===== src/rtl/mont_pkg.sv =====
// Shared definitions for the Montgomery datapath blocks (mont_to_domain, mont_mult).
// Holds the default operand sizes and the 2-bit FSM state encoding.
package mont_pkg;

    localparam int MONT_WIDTH = 32;
    localparam int MONT_LEN_W = 8;

    localparam logic [1:0] S_IDLE = 2'd0;
    localparam logic [1:0] S_LOAD = 2'd1;
    localparam logic [1:0] S_DBL  = 2'd2;
    localparam logic [1:0] S_DONE = 2'd3;

endpackage


===== src/rtl/mod_dbl.sv =====
// Combinational modular doubler: dbl = (2*acc) mod modulus, assuming acc < modulus.
// Works at WIDTH+1 bits so the bit shifted out of acc takes part in the compare.
module mod_dbl #(
    parameter int WIDTH = mont_pkg::MONT_WIDTH
) (
    input  logic [WIDTH-1:0] acc,
    input  logic [WIDTH-1:0] modulus,
    output logic [WIDTH-1:0] dbl
);

    logic [WIDTH:0] t;
    logic [WIDTH:0] m_ext;
    logic [WIDTH:0] diff;

    assign t     = {acc, 1'b0};
    assign m_ext = {1'b0, modulus};
    assign diff  = t - m_ext;

    // With acc < modulus, 2*acc < 2*modulus, so a single subtract is enough.
    assign dbl = (t >= m_ext) ? diff[WIDTH-1:0] : t[WIDTH-1:0];

endmodule


===== src/rtl/mont_to_domain.sv =====
// Bit-serial conversion into the Montgomery domain: mm_out = (num_1 * 2^len) mod modulus.
// One modular doubling per clock, using the same start/end handshake as mont_mult.
module mont_to_domain
    import mont_pkg::*;
#(
    parameter int WIDTH = MONT_WIDTH,
    parameter int LEN_W = MONT_LEN_W
) (
    input  logic             clk,
    input  logic             rstn,
    input  logic             md_start,
    input  logic [LEN_W-1:0] len,
    input  logic [WIDTH-1:0] num_1,
    input  logic [WIDTH-1:0] modulus,
    output logic             md_end,
    output logic             md_err,
    output logic             busy,
    output logic [WIDTH-1:0] mm_out
);

    logic [1:0]       state;
    logic [LEN_W-1:0] len_q;
    logic [LEN_W-1:0] cnt;
    logic [WIDTH-1:0] num_q;
    logic [WIDTH-1:0] mod_q;
    logic [WIDTH-1:0] acc;
    logic [WIDTH-1:0] dbl;
    logic             err;
    logic             load_err;

    mod_dbl #(.WIDTH(WIDTH)) u_mod_dbl (
        .acc     (acc),
        .modulus (mod_q),
        .dbl     (dbl)
    );

    assign load_err = (mod_q == '0) | ~mod_q[0] | (num_q >= mod_q);

    // The md_end cycle still counts as busy; a new start is taken only once it has passed.
    assign busy = (state != S_IDLE) | md_end;

    // NOTE: every register here is state, so all use non-blocking assignments and async reset.
    always_ff @(posedge clk or negedge rstn) begin
        if (!rstn) begin
            state  <= S_IDLE;
            len_q  <= '0;
            cnt    <= '0;
            num_q  <= '0;
            mod_q  <= '0;
            acc    <= '0;
            err    <= 1'b0;
            md_end <= 1'b0;
            md_err <= 1'b0;
            mm_out <= '0;
        end else begin
            md_end <= 1'b0;
            case (state)
                S_IDLE: begin
                    if (md_start && !md_end) begin
                        len_q <= len;
                        num_q <= num_1;
                        mod_q <= modulus;
                        state <= S_LOAD;
                    end
                end
                S_LOAD: begin
                    err <= load_err;
                    cnt <= len_q;
                    if (load_err) begin
                        acc   <= '0;
                        state <= S_DONE;
                    end else begin
                        acc   <= num_q;
                        state <= (len_q == '0) ? S_DONE : S_DBL;
                    end
                end
                S_DBL: begin
                    acc <= dbl;
                    cnt <= cnt - LEN_W'(1);
                    if (cnt == LEN_W'(1)) state <= S_DONE;
                end
                S_DONE: begin
                    mm_out <= acc;
                    md_end <= 1'b1;
                    md_err <= err;
                    state  <= S_IDLE;
                end
                default: state <= S_IDLE;
            endcase
        end
    end

endmodule


===== config.mk =====
export PLATFORM = sky130hd
export DESIGN_NAME = mont_to_domain
export DESIGN_NICKNAME = d
export VERILOG_FILES = /design/src/rtl/mont_pkg.sv /design/src/rtl/mod_dbl.sv /design/src/rtl/mont_to_domain.sv
export SDC_FILE = /design/constraint.sdc
export NUM_CORES = 1
export LEC_CHECK = 0
export BUFFER_PORTS_ARGS = -buffer_cell sky130_fd_sc_hd__clkbuf_2
export CAP_MARGIN = 20
export CORE_ASPECT_RATIO = 1.1
export CORE_MARGIN = 2
export CORE_UTILIZATION = 35
export CTS_BUF_LIST = sky130_fd_sc_hd__clkbuf_4
export DETAILED_ROUTE_END_ITERATION = 16
export GPL_ROUTABILITY_DRIVEN = 0
export PLACE_DENSITY_LB_ADDON = 0.1
export SYNTH_ARGS = -nofsm -noshare
export SYNTH_HDL_FRONTEND = slang
export SYNTH_HIERARCHICAL = 1
export SYNTH_SLANG_ARGS = --single-unit

===== constraint.sdc =====
create_clock -name clk -period 3.4 [get_ports clk]
set_input_delay 0.34 -clock clk [delete_from_list [all_inputs] [get_ports clk]]
set_output_delay 0.34 -clock clk [all_outputs]
set_load 0.02 [all_outputs]

==> metrics.txt <==
status=finished clean; Reg2Reg Depth=15; Worst-Margin Slew=962 ps; final core occ=0.448; TritonRoute pass-1 iters=4; Synth Instances=1,019; peak supply drop=249 µV; syn_nets=1,165; critical path arrival=3850 ps; DRT iter0 DRCs=476; H-tree depth=4; Post-Synth Adder-Cell Area=0.0916; initial antenna violation count=1; DR vias=8,084; CORE AREA=27,600 µm²; Max Clk Rate=298 MHz; Die H=179 µm; aggregate global-route resource usage=0.179; crit-path max FO=6; Placed Cells=1,504; CTS clock-pin slew for the worst setup and hold paths=160 ps; share of layout cells above drive strength 1=0.338; I/O pins=110; CTS tree=yes; Yosys top cell by area=dfrtp_1; Syn Area/Cell=9.60 µm²; R2R setup slack=50 ps; Worst-Skew Late Latency=610 ps; Critical Path Start Type=flip-flop; num rows=64; RSZ-0062 raised after global routing=yes; mux share of post-synthesis cell area=0.126; hold crit path type=input pin to async pin; Tcrit/Tclk final=0.986; WS Path Type=flip-flop to flip-flop; starting density of the core=0.354; Crit. End Element=flip-flop; number of port buffers=109; Die X=163 µm; die footprint=29,300 µm²; CP Data Required Time=3890 ps; CTS sink cnt=149; DRC violations left=0; synthesized flop and latch total=149; distinct cell type count after synthesis=68; Inserted Clock Buffers=17; area of the mapped netlist=9780 µm²; Max clock buf depth=2; vias in the first global route=7,922; area grow syn2layout=26.7%; post-layout net count=1,390; Final Hold Violating Endpoints=0; largest net degree at the start of global routing=90; CTS root buffer=clkbuf_4; max-slew violation count=0; Compound-Gate Fraction of Synth Area=0.195; final setup violation count=0; Pwr per Cell Area=693 nW/µm²; largest cells by area after synthesis=dfrtp_1 38%, mux2_2 12%, ha_1 9.0%, o21ai_0 5.4%, nand2_1 4.9%; Post-Route WL=25,700 µm; Post-Synth Simple-Gate Area=0.120; first-pass GRT wire length=41,500 µm; largest family of logic cells by synthesized area=compound AO/OA/AOI/OAI gates; Post-Layout Cell Count=1,621; leakage power=5.92 nW; Fin Clk Skew=37.0 ps; Ys Warns=6; Primary FF master, synth=dfrtp_1; Area after DPL=11,100 µm²; EDFF count, synth=0; vias per cell=4.99; FFs w/ async S/R, synth=1.00; post-synthesis sequential area ratio=0.381; Tmin final=3350 ps; post-DR wirelength/cell=15.9 µm; gr ovfl total=0; Slew headroom=0.359; DPL Wire Length=18,100 µm; DRT antenna net count=0; # Max-Cap Violations=0; Final Cell Area=12,400 µm²; xor/xnor share of the synthesized area=0.0206; Synth top area share=0.381
==> report_power, final <==
part,switching (W),internal [W]
combinational,0.00253,0.00245
clock,0.000742,0.000588
sequential,0.000228,0.00204
==> layout make-up <==
cell class	count	area, µm²
Timing Repair Buffer	259	1960
Clock buffer	17	128
Sequential cell	149	3730
Clock inverter	15	205
Fill cell	2747	15200
Inverter	91	342
Antenna cell	1	2.50
Tap cell	363	454
Multi-Input combinational cell	726	5570
==> critical path: stages, from the launching register on <==
cell and delay (ps):
dfrtp_1 380, inv_1 50, ha_1 300, nor2b_4 130, o31a_1 250, o31a_1 320, a31o_4 240, a221oi_2 280
o21ai_2 100, a311oi_4 370, buf_6 200, mux2_1 320, nand2_1 70, nand2_1 50, o21ai_1 100, o31ai_2 80
==> worst paths after layout <==
kind / from / to
min in group clk: md_start / state[1]$_DFFE_PN0P_
hold reg to reg: md_err$_DFFE_PN0P_ / md_err$_DFFE_PN0P_
max in group asynchronous: rstn / mm_out[24]$_DFFE_PN0P_
setup / recovery: mod_q[1]$_DFFE_PN0P_ / acc[17]$_DFFE_PN0P_
hold / removal: rstn / acc[6]$_DFFE_PN0P_
setup reg to reg: mod_q[1]$_DFFE_PN0P_ / acc[17]$_DFFE_PN0P_
==> placed cells by master, fill, tap and decap left out, types with 5 or more instances in the layout <==
| cell | n |
|---|---|
| nand2_1 | 124 |
| o21a_1 | 8 |
| nor2_1 | 20 |
| inv_1 | 91 |
| mux2_2 | 105 |
| a21o_1 | 14 |
| clkbuf_4 | 17 |
| nand2b_1 | 8 |
| o22ai_1 | 5 |
| nand3_1 | 13 |
| xor2_1 | 11 |
| nand4_1 | 11 |
| ha_1 | 66 |
| dfrtp_1 | 149 |
| clkinv_4 | 5 |
| xnor2_1 | 12 |
| a21oi_1 | 50 |
| o21ai_0 | 93 |
| o31ai_2 | 27 |
| buf_4 | 65 |
| o31ai_1 | 7 |
| buf_6 | 7 |
| o21ai_1 | 14 |
| dlygate4sd3_1 | 73 |
| buf_12 | 5 |
| or2_2 | 32 |
| nor3_1 | 8 |
| clkbuf_2 | 108 |
| a21oi_2 | 5 |
==> timing repair <==
item,in CTS,in global routing
cloned,0,1
hold buffers,73,0
endpoints found under the setup margin,1,30
gates resized for setup,2,49
setup buffers,0,10
hold endpoints to repair,138,0
pin swaps,0,7
==> metrics by stage <==
stage	total power [W]	hold WS (ps)	setup TNS, ps	worst slack, ps
floorplan	0.00548	44.4	0	101
global placement	0.00680	414	0	53.4
detailed placement	0.00679	401	-3.70	-3.70
CTS	0.00826	244	0	7.70
global route	0.00937	296	-920	-55.4
finish	0.00859	293	0	46.9
==> per-layer routing <==
metal,global-route usage,part of all wire
met1,0.239,0.48
met2,0.305,0.49
met3,0.0248,0.019
met4,0.0487,0.011
met5,0,0
==> synthesized netlist by cell type, types with 3 or more instances <==
cell type,number
a211oi_1,3
a21o_1,14
a21oi_1,55
a221oi_1,4
a31o_2,3
a31oi_1,3
and2_1,4
and3_1,4
buf_2,9
buf_6,5
clkbuf_1,35
dfrtp_1,149
ha_1,70
inv_1,91
mux2_1,3
mux2_2,105
nand2_1,127
nand2b_1,8
nand3_1,13
nand4_1,11
nor2_1,20
nor2b_1,3
nor3_1,8
nor4_1,5
o211ai_1,3
o21a_1,8
o21ai_0,106
o21ai_1,5
o21bai_1,4
o22ai_1,5
o31a_1,3
o31ai_1,8
o31ai_2,27
or2_2,33
or3_1,3
xnor2_1,12
xor2_1,11
==> flip-flops by register name, summed over array words and instances, names as in the netlist <==
signal and cells:
state 2, md_err 1, len_q 8, err 1, md_end 1, cnt 8
mm_out 32, num_q 32, acc 32, mod_q 32
==> cell families (layout without fill, tap and decap cells) <==
family                     after synthesis  after routing
and+or+nand+nor                        246            246
DFF                                    149            149
muxes                                  110            110
adders and majority gates               71             71
AOI/OAI and AO/OA                      276            276
buffers and inverters                  144            382
xor gates and xnor gates                23             23
other                                    0              1
Power figures use the tool's default switching activity.
